## src/rtl/idu1_scoreboard_pkg.sv

```systemverilog
// Shared decode/issue types: functional-unit ids and scoreboard sizing helpers.
package idu1_scoreboard_pkg;

  localparam int NUM_FU = 5;

  typedef enum logic [2:0] {
    FU_ALU = 3'd0,
    FU_MUL = 3'd1,
    FU_MAC = 3'd2,
    FU_DIV = 3'd3,
    FU_LSU = 3'd4
  } fu_id_t;

  // Counter width able to hold 0..max inclusive.
  function automatic int ctr_w(input int max);
    return $clog2(max + 1);
  endfunction

endpackage

```

## src/rtl/idu1_scoreboard_fu_inflight_ctr.sv

```systemverilog
// Per-unit outstanding-operation counter; never wraps in either direction.
module fu_inflight_ctr
  import idu1_scoreboard_pkg::*;
#(
  parameter bit PIPELINED = 1'b1,
  parameter int MAX       = 4,
  parameter int CW        = ctr_w(MAX)
) (
  input  logic clk,
  input  logic rst_n,
  input  logic inc,
  input  logic dec,
  output logic full,
  output logic idle,
  output logic underflow
);

  logic [CW-1:0] count;
  logic          dec_ok;

  assign idle      = (count == '0);
  assign underflow = dec & idle;
  assign dec_ok    = dec & ~idle;
  // A blocking unit is "full" as soon as anything is outstanding.
  assign full      = PIPELINED ? (count == CW'(MAX)) : ~idle;

  always_ff @(posedge clk) begin
    if (!rst_n)
      count <= '0;
    else if (inc & ~dec_ok)
      count <= count + 1'b1;
    else if (~inc & dec_ok)
      count <= count - 1'b1;
  end

endmodule

```

## src/rtl/idu1_scoreboard.sv

```systemverilog
// Register + functional-unit scoreboard for the IDU1 issue slot: RAW/WAW and
// unit-occupancy hazard detection with same-cycle writeback bypass.
module idu1_scoreboard #(
  parameter int                NUM_REGS     = 32,
  parameter int                NUM_FU       = idu1_scoreboard_pkg::NUM_FU,
  parameter logic [NUM_FU-1:0] FU_PIPELINED = 5'b00111,
  parameter int                MAX_INFLIGHT = 4,
  localparam int               RW           = $clog2(NUM_REGS),
  localparam int               FW           = $clog2(NUM_FU),
  localparam int               CW           = idu1_scoreboard_pkg::ctr_w(MAX_INFLIGHT)
) (
  input  logic                clk,
  input  logic                rst_n,
  input  logic                issue_valid,
  input  logic [FW-1:0]       issue_fu,
  input  logic                issue_rs1_en,
  input  logic [RW-1:0]       issue_rs1_addr,
  input  logic                issue_rs2_en,
  input  logic [RW-1:0]       issue_rs2_addr,
  input  logic                issue_rd_en,
  input  logic [RW-1:0]       issue_rd_addr,
  input  logic                ext_stall,
  input  logic                pipe_flush,
  input  logic                wb_valid,
  input  logic [RW-1:0]       wb_rd_addr,
  input  logic [NUM_FU-1:0]   fu_done,
  output logic                issue_ready,
  output logic                pipe_stall,
  output logic                issue_fire,
  output logic [NUM_REGS-1:0] busy_vec,
  output logic [NUM_FU-1:0]   fu_idle,
  output logic                sb_err
);

  logic [NUM_REGS-1:0] busy, wb_mask, set_mask, eff_busy;
  logic [NUM_FU-1:0]   full_vec, inc_vec, uflow_vec;
  logic                raw1, raw2, waw, unit_haz, wb_err;

  for (genvar f = 0; f < NUM_FU; f++) begin : g_fu
    assign inc_vec[f] = issue_fire & (issue_fu == FW'(f));
    fu_inflight_ctr #(
      .PIPELINED(FU_PIPELINED[f]),
      .MAX      (MAX_INFLIGHT),
      .CW       (CW)
    ) u_ctr (
      .clk      (clk),
      .rst_n    (rst_n),
      .inc      (inc_vec[f]),
      .dec      (fu_done[f]),
      .full     (full_vec[f]),
      .idle     (fu_idle[f]),
      .underflow(uflow_vec[f])
    );
  end

  // Hazard side: a writeback landing this cycle is bypassed, so it hides busy.
  always_comb begin
    wb_mask = '0;
    if (wb_valid) wb_mask[wb_rd_addr] = 1'b1;
    eff_busy = busy & ~wb_mask;
    raw1     = issue_rs1_en & (issue_rs1_addr != '0) & eff_busy[issue_rs1_addr];
    raw2     = issue_rs2_en & (issue_rs2_addr != '0) & eff_busy[issue_rs2_addr];
    waw      = issue_rd_en  & (issue_rd_addr  != '0) & eff_busy[issue_rd_addr];
    unit_haz = 1'b0;
    if (int'(issue_fu) < NUM_FU)
      unit_haz = full_vec[issue_fu] & ~fu_done[issue_fu];
    wb_err   = wb_valid & (wb_rd_addr != '0) & ~busy[wb_rd_addr];
  end

  assign issue_ready = ~(raw1 | raw2 | waw | unit_haz);
  assign pipe_stall  = (issue_valid & ~issue_ready) | ext_stall;
  assign issue_fire  = issue_valid & issue_ready & ~ext_stall & ~pipe_flush;

  always_comb begin
    set_mask = '0;
    if (issue_fire & issue_rd_en & (issue_rd_addr != '0))
      set_mask[issue_rd_addr] = 1'b1;
  end

  // Issue set is OR'd after the writeback clear so it wins; x0 never sticks.
  always_ff @(posedge clk) begin
    if (!rst_n) begin
      busy   <= '0;
      sb_err <= 1'b0;
    end else begin
      busy   <= ((busy & ~wb_mask) | set_mask) & ~NUM_REGS'(1);
      sb_err <= sb_err | wb_err | (|uflow_vec);
    end
  end

  assign busy_vec = busy;

endmodule

```

## config.mk

```make
export PLATFORM = sky130hd
export DESIGN_NAME = idu1_scoreboard
export DESIGN_NICKNAME = d
export VERILOG_FILES = /design/src/rtl/idu1_scoreboard_pkg.sv /design/src/rtl/idu1_scoreboard_fu_inflight_ctr.sv /design/src/rtl/idu1_scoreboard.sv
export SDC_FILE = /design/constraint.sdc
export NUM_CORES = 1
export LEC_CHECK = 0
export BUFFER_PORTS_ARGS = -buffer_cell sky130_fd_sc_hd__buf_2
export CAP_MARGIN = 10
export CORE_MARGIN = 10
export CORE_UTILIZATION = 51
export CTS_CLUSTER_SIZE = 25
export DETAILED_ROUTE_END_ITERATION = 6
export PLACE_DENSITY = 0.77
export SLEW_MARGIN = 20
export SYNTH_ARGS = -nofsm -noshare
export SYNTH_HDL_FRONTEND = slang
export SYNTH_SLANG_ARGS = --single-unit
```

## constraint.sdc

```tcl
create_clock -name clk -period 4.35 [get_ports clk]
set_input_delay 0.87 -clock clk [delete_from_list [all_inputs] [get_ports clk]]
set_output_delay 0.87 -clock clk [all_outputs]
set_load 0.02 [all_outputs]
```

==> summary.txt <==
CRITICAL PATH
----------------------------------------------------------------------------------
Kind of critical path                                                    in -> out
Data arrival time of the critical path                                     3.42 ns
Master of the slowest instance on the critical path                   sky130_fd_sc_hd__or3_1
Data required time of the worst path                                       3.48 ns
Maximum fanout along the worst path                                             23
Startpoint type of the worst setup path                                 input port
Endpoint class of the critical path                                   primary output
Top cell by count, worst path                                         sky130_fd_sc_hd__buf_2
Worst Reg2Reg Path Length in Cells                                              15
CP peak stage delay                                                        0.37 ns
Critical path cell sequence                                           buf_2 > nand4bb_4 > o21a_1 > mux2i_1 > o21ai_0 > or3_1 > a31o_1 > or2_4 > buf_6 > a21o_1 > buf_2

POWER AND IR DROP
----------------------------------------------------------------------------------
Worst IR drop on VDD                                                     0.3420 mV
Total power divided by cell area                                      331.4 mW/mm2
Total design power                                                        1.645 mW
Leakage                                                                   1.998 nW

LOGIC SYNTHESIS
----------------------------------------------------------------------------------
Mean post-synth cell area                                                8.694 um2
Top_reg_cell synth                                                    sky130_fd_sc_hd__dfxtp_1
Sequential fraction of the synthesis area                                   23.12%
Number of enable flip-flop cells after synthesis                                 0
Fraction of synthesis flops using an asynchronous set or reset pin              0%
Number of storage elements in the synthesis netlist                             47
Post-Syn Instances                                                             468
Yosys cell types                                                                64
Cell type contributing the most total cell area after synthesis       sky130_fd_sc_hd__dfxtp_1
Synth top area share                                                        23.12%
Total standard cell area after synthesis                              0.004069 mm2
Warning count from the yosys run                                                 0
Top area cells in the synthesized netlist                             sky130_fd_sc_hd__dfxtp_1 (23%), sky130_fd_sc_hd__mux4_2 (9.4%), sky130_fd_sc_hd__mux2i_1 (5.7%)
Synth Net Count                                                                515

STA
----------------------------------------------------------------------------------
Final slew viol count                                                            0
Final cycle utilization of the critical path                                98.58%
Max Freq                                                                 233.2 MHz
Post-route minimum period                                                 4.288 ns
RSZ-0062 raised after global routing                                         false
Setup clock skew after layout                                          0.006527 ns
Slew @ Worst Pin                                                         0.5025 ns
Hold Violations, Final                                                           0
Count of final setup violators                                                   0
Relative slew slack                                                         66.50%
Worst hold slack after final layout                                      0.5107 ns

CELLS AND AREA
----------------------------------------------------------------------------------
Post-layout instance count excluding filler cells                              668
Number of fill cells in the layout                                             659
Share of final-layout standard cells stronger than drive strength 1         33.04%
Post-layout nets                                                               612
Commonest non-fill, non-tap cell in the layout                        sky130_fd_sc_hd__buf_2
Antenna cells                                                                    0
Multi-input logic area                                                0.002888 mm2
Signed area change from the synthesized netlist to the final layout         22.02%
FF/Latch Area                                                            940.9 um2
Post-route cell area                                                  0.004965 mm2
Fraction of the core area covered by cells at the end of the flow           64.25%
Commonest cells after routing, fill and taps aside                    sky130_fd_sc_hd__buf_2 (75), sky130_fd_sc_hd__buf_4 (55), sky130_fd_sc_hd__dfxtp_1 (47), sky130_fd_sc_hd__nand2_1 (29), sky130_fd_sc_hd__o211ai_1 (28)

DETAILED ROUTING
----------------------------------------------------------------------------------
DRC violation count after routing                                                0
Detailed Route WL                                                         14.48 mm
Routed len/inst                                                           21.68 um
Number of detailed-routing iterations run before antenna repair                  5
Count of antenna-violating nets left after detailed routing                      0
Routed via count                                                              4478
Drt initial violations                                                         525
Routed via count divided by cell count                                       6.704

CTS
----------------------------------------------------------------------------------
Clock latency at the later pin of the worst-skew pair                      0.31 ns
Number of buffers created by CTS                                                 5
Total clock sinks                                                               47
H-tree level count                                                               2
Number of buffers added to fix hold violations after cts                         0
Clk slew on worst S/H paths                                                0.09 ns
Clock tree root driver cell                                           sky130_fd_sc_hd__clkbuf_8
CTS tree                                                                     built
Clock tree buffer depth                                                          2

DIE
----------------------------------------------------------------------------------
Die Y                                                                     109.3 um
Die width                                                                 109.3 um
Total Die Area                                                         0.01195 mm2
Starting Density                                                            52.66%
Core Box Area                                                         0.007727 mm2
Cell Rows                                                                       32
Number of ports placed on the die boundary                                      78

PLACEMENT
----------------------------------------------------------------------------------
Post-DP HPWL                                                              11.19 mm
Cells after DPL                                                                659
Placed standard-cell area                                             0.004787 mm2
Final weighted congestion in routability-driven placement                    1.003
Count of port buffers added during placement                                    76

GRT
----------------------------------------------------------------------------------
Number of antenna violations at the first check in global routing                0
Number of global-route vias before repair                                     4235
Pin count of the biggest net entering global routing                            28
Wire length of the first global-routing pass                              22.71 mm
GR Overflow Total                                                                0
Overall Global Routing Usage                                                23.75%

RUN STATUS
----------------------------------------------------------------------------------
Status                                                                finished clean

RUN
----------------------------------------------------------------------------------
Maximum capacitance violations                                                   0

MIN PATH
----------------------------------------------------------------------------------
Hold Path Class                                                         reg -> reg
Hold-critical path depth                                                         2

-- area by class of cell --
type	count	area share (%)
clock buffers	7	1.739
clock inverters	1	0.1764
inverters	14	1.058
multi-input cells	361	58.17
flip-flops and latches	47	18.95
well taps	102	2.571
repair buffers	136	17.34
-- metrics by stage --
stage	setup slack [ns]	TNS (ns)
global route	0.01872	0
global placement	-0.1610	-0.7782
detailed placement	-0.2129	-1.011
finish	0.06158	0
CTS	0.03344	0
floorplan	-0.01748	-0.03495
-- repair_timing --
item,CTS,global route
endpoints found under the setup margin,1,8
pin swaps,0,5
gates resized for setup,1,16
setup buffers,0,1
-- path summary, 6_finish.rpt --
path / slack (ns) / from / to
hold / removal: 0.51 / g_fu[3].u_ctr.count[2]$_SDFFE_PN0P_ / g_fu[3].u_ctr.count[2]$_SDFFE_PN0P_
setup / recovery: 0.06 / wb_rd_addr[3] / pipe_stall
setup reg to reg: 0.70 / busy_vec[30]$_SDFF_PN0_ / g_fu[0].u_ctr.count[2]$_SDFFE_PN0P_
hold reg to reg: 0.51 / g_fu[3].u_ctr.count[2]$_SDFFE_PN0P_ / g_fu[3].u_ctr.count[2]$_SDFFE_PN0P_
-- registers in the layout, summed over array words and instances, names as in the netlist --
name              flops
g_fu.u_ctr.count     15
busy_vec             31
sb_err                1
-- synth_stat cells, types with 7 or more instances --
library cell / count
sky130_fd_sc_hd__nor3_1: 20
sky130_fd_sc_hd__inv_1: 13
sky130_fd_sc_hd__mux2_2: 10
sky130_fd_sc_hd__a21oi_1: 9
sky130_fd_sc_hd__o31ai_1: 10
sky130_fd_sc_hd__mux4_2: 17
sky130_fd_sc_hd__o41ai_1: 9
sky130_fd_sc_hd__dfxtp_1: 47
sky130_fd_sc_hd__or3_1: 14
sky130_fd_sc_hd__o22ai_1: 7
sky130_fd_sc_hd__buf_2: 10
sky130_fd_sc_hd__nand4_1: 7
sky130_fd_sc_hd__nand3_1: 9
sky130_fd_sc_hd__clkbuf_1: 20
sky130_fd_sc_hd__mux2i_1: 23
sky130_fd_sc_hd__buf_4: 8
sky130_fd_sc_hd__o21ai_0: 25
sky130_fd_sc_hd__nand2b_1: 12
sky130_fd_sc_hd__nand2_1: 29
sky130_fd_sc_hd__nor2_1: 27
sky130_fd_sc_hd__xor2_1: 15
sky130_fd_sc_hd__o211ai_1: 28
-- worst max-delay path: cells and delay by family --
family                 cells  cell delay, ns
AO/OA/AOI/OAI              4            0.89
buffers and inverters      3            0.47
multiplexers               1            0.24
AND/OR/NAND/NOR            3            0.94
-- where the power goes --
| group | leakage (nW) | switching [mW] | internal (mW) |
|---|---|---|---|
| combinational | 1.57 | 0.454 | 0.329 |
| sequential | 0.381 | 0.0788 | 0.502 |
| clock | 0.0484 | 0.151 | 0.130 |
-- layer usage --
metal | up-vias | global-route usage, % | wire [um]
met3 | 41 | 5.851 | 1879
met1 | 2108 | 32.37 | 5735
met5 | - | 0 | 0
met4 | 0 | 8.829 | 469
met2 | 323 | 35.56 | 6395
li1 | 2006 | - | -
-- cells by family after synthesis --
kind of cell               count (synthesis)  synth area share (%)
AOI/OAI and AO/OA                        131                 23.06
xor gates and xnor gates                  16                 3.444
adders and majority gates                 10                 3.998
buffers and inverters                     60                 7.318
DFF                                       47                 23.12
muxes                                     50                 17.84
other                                      1               0.09216
and+or+nand+nor                          153                 21.13
Power figures use the tool's default switching activity.
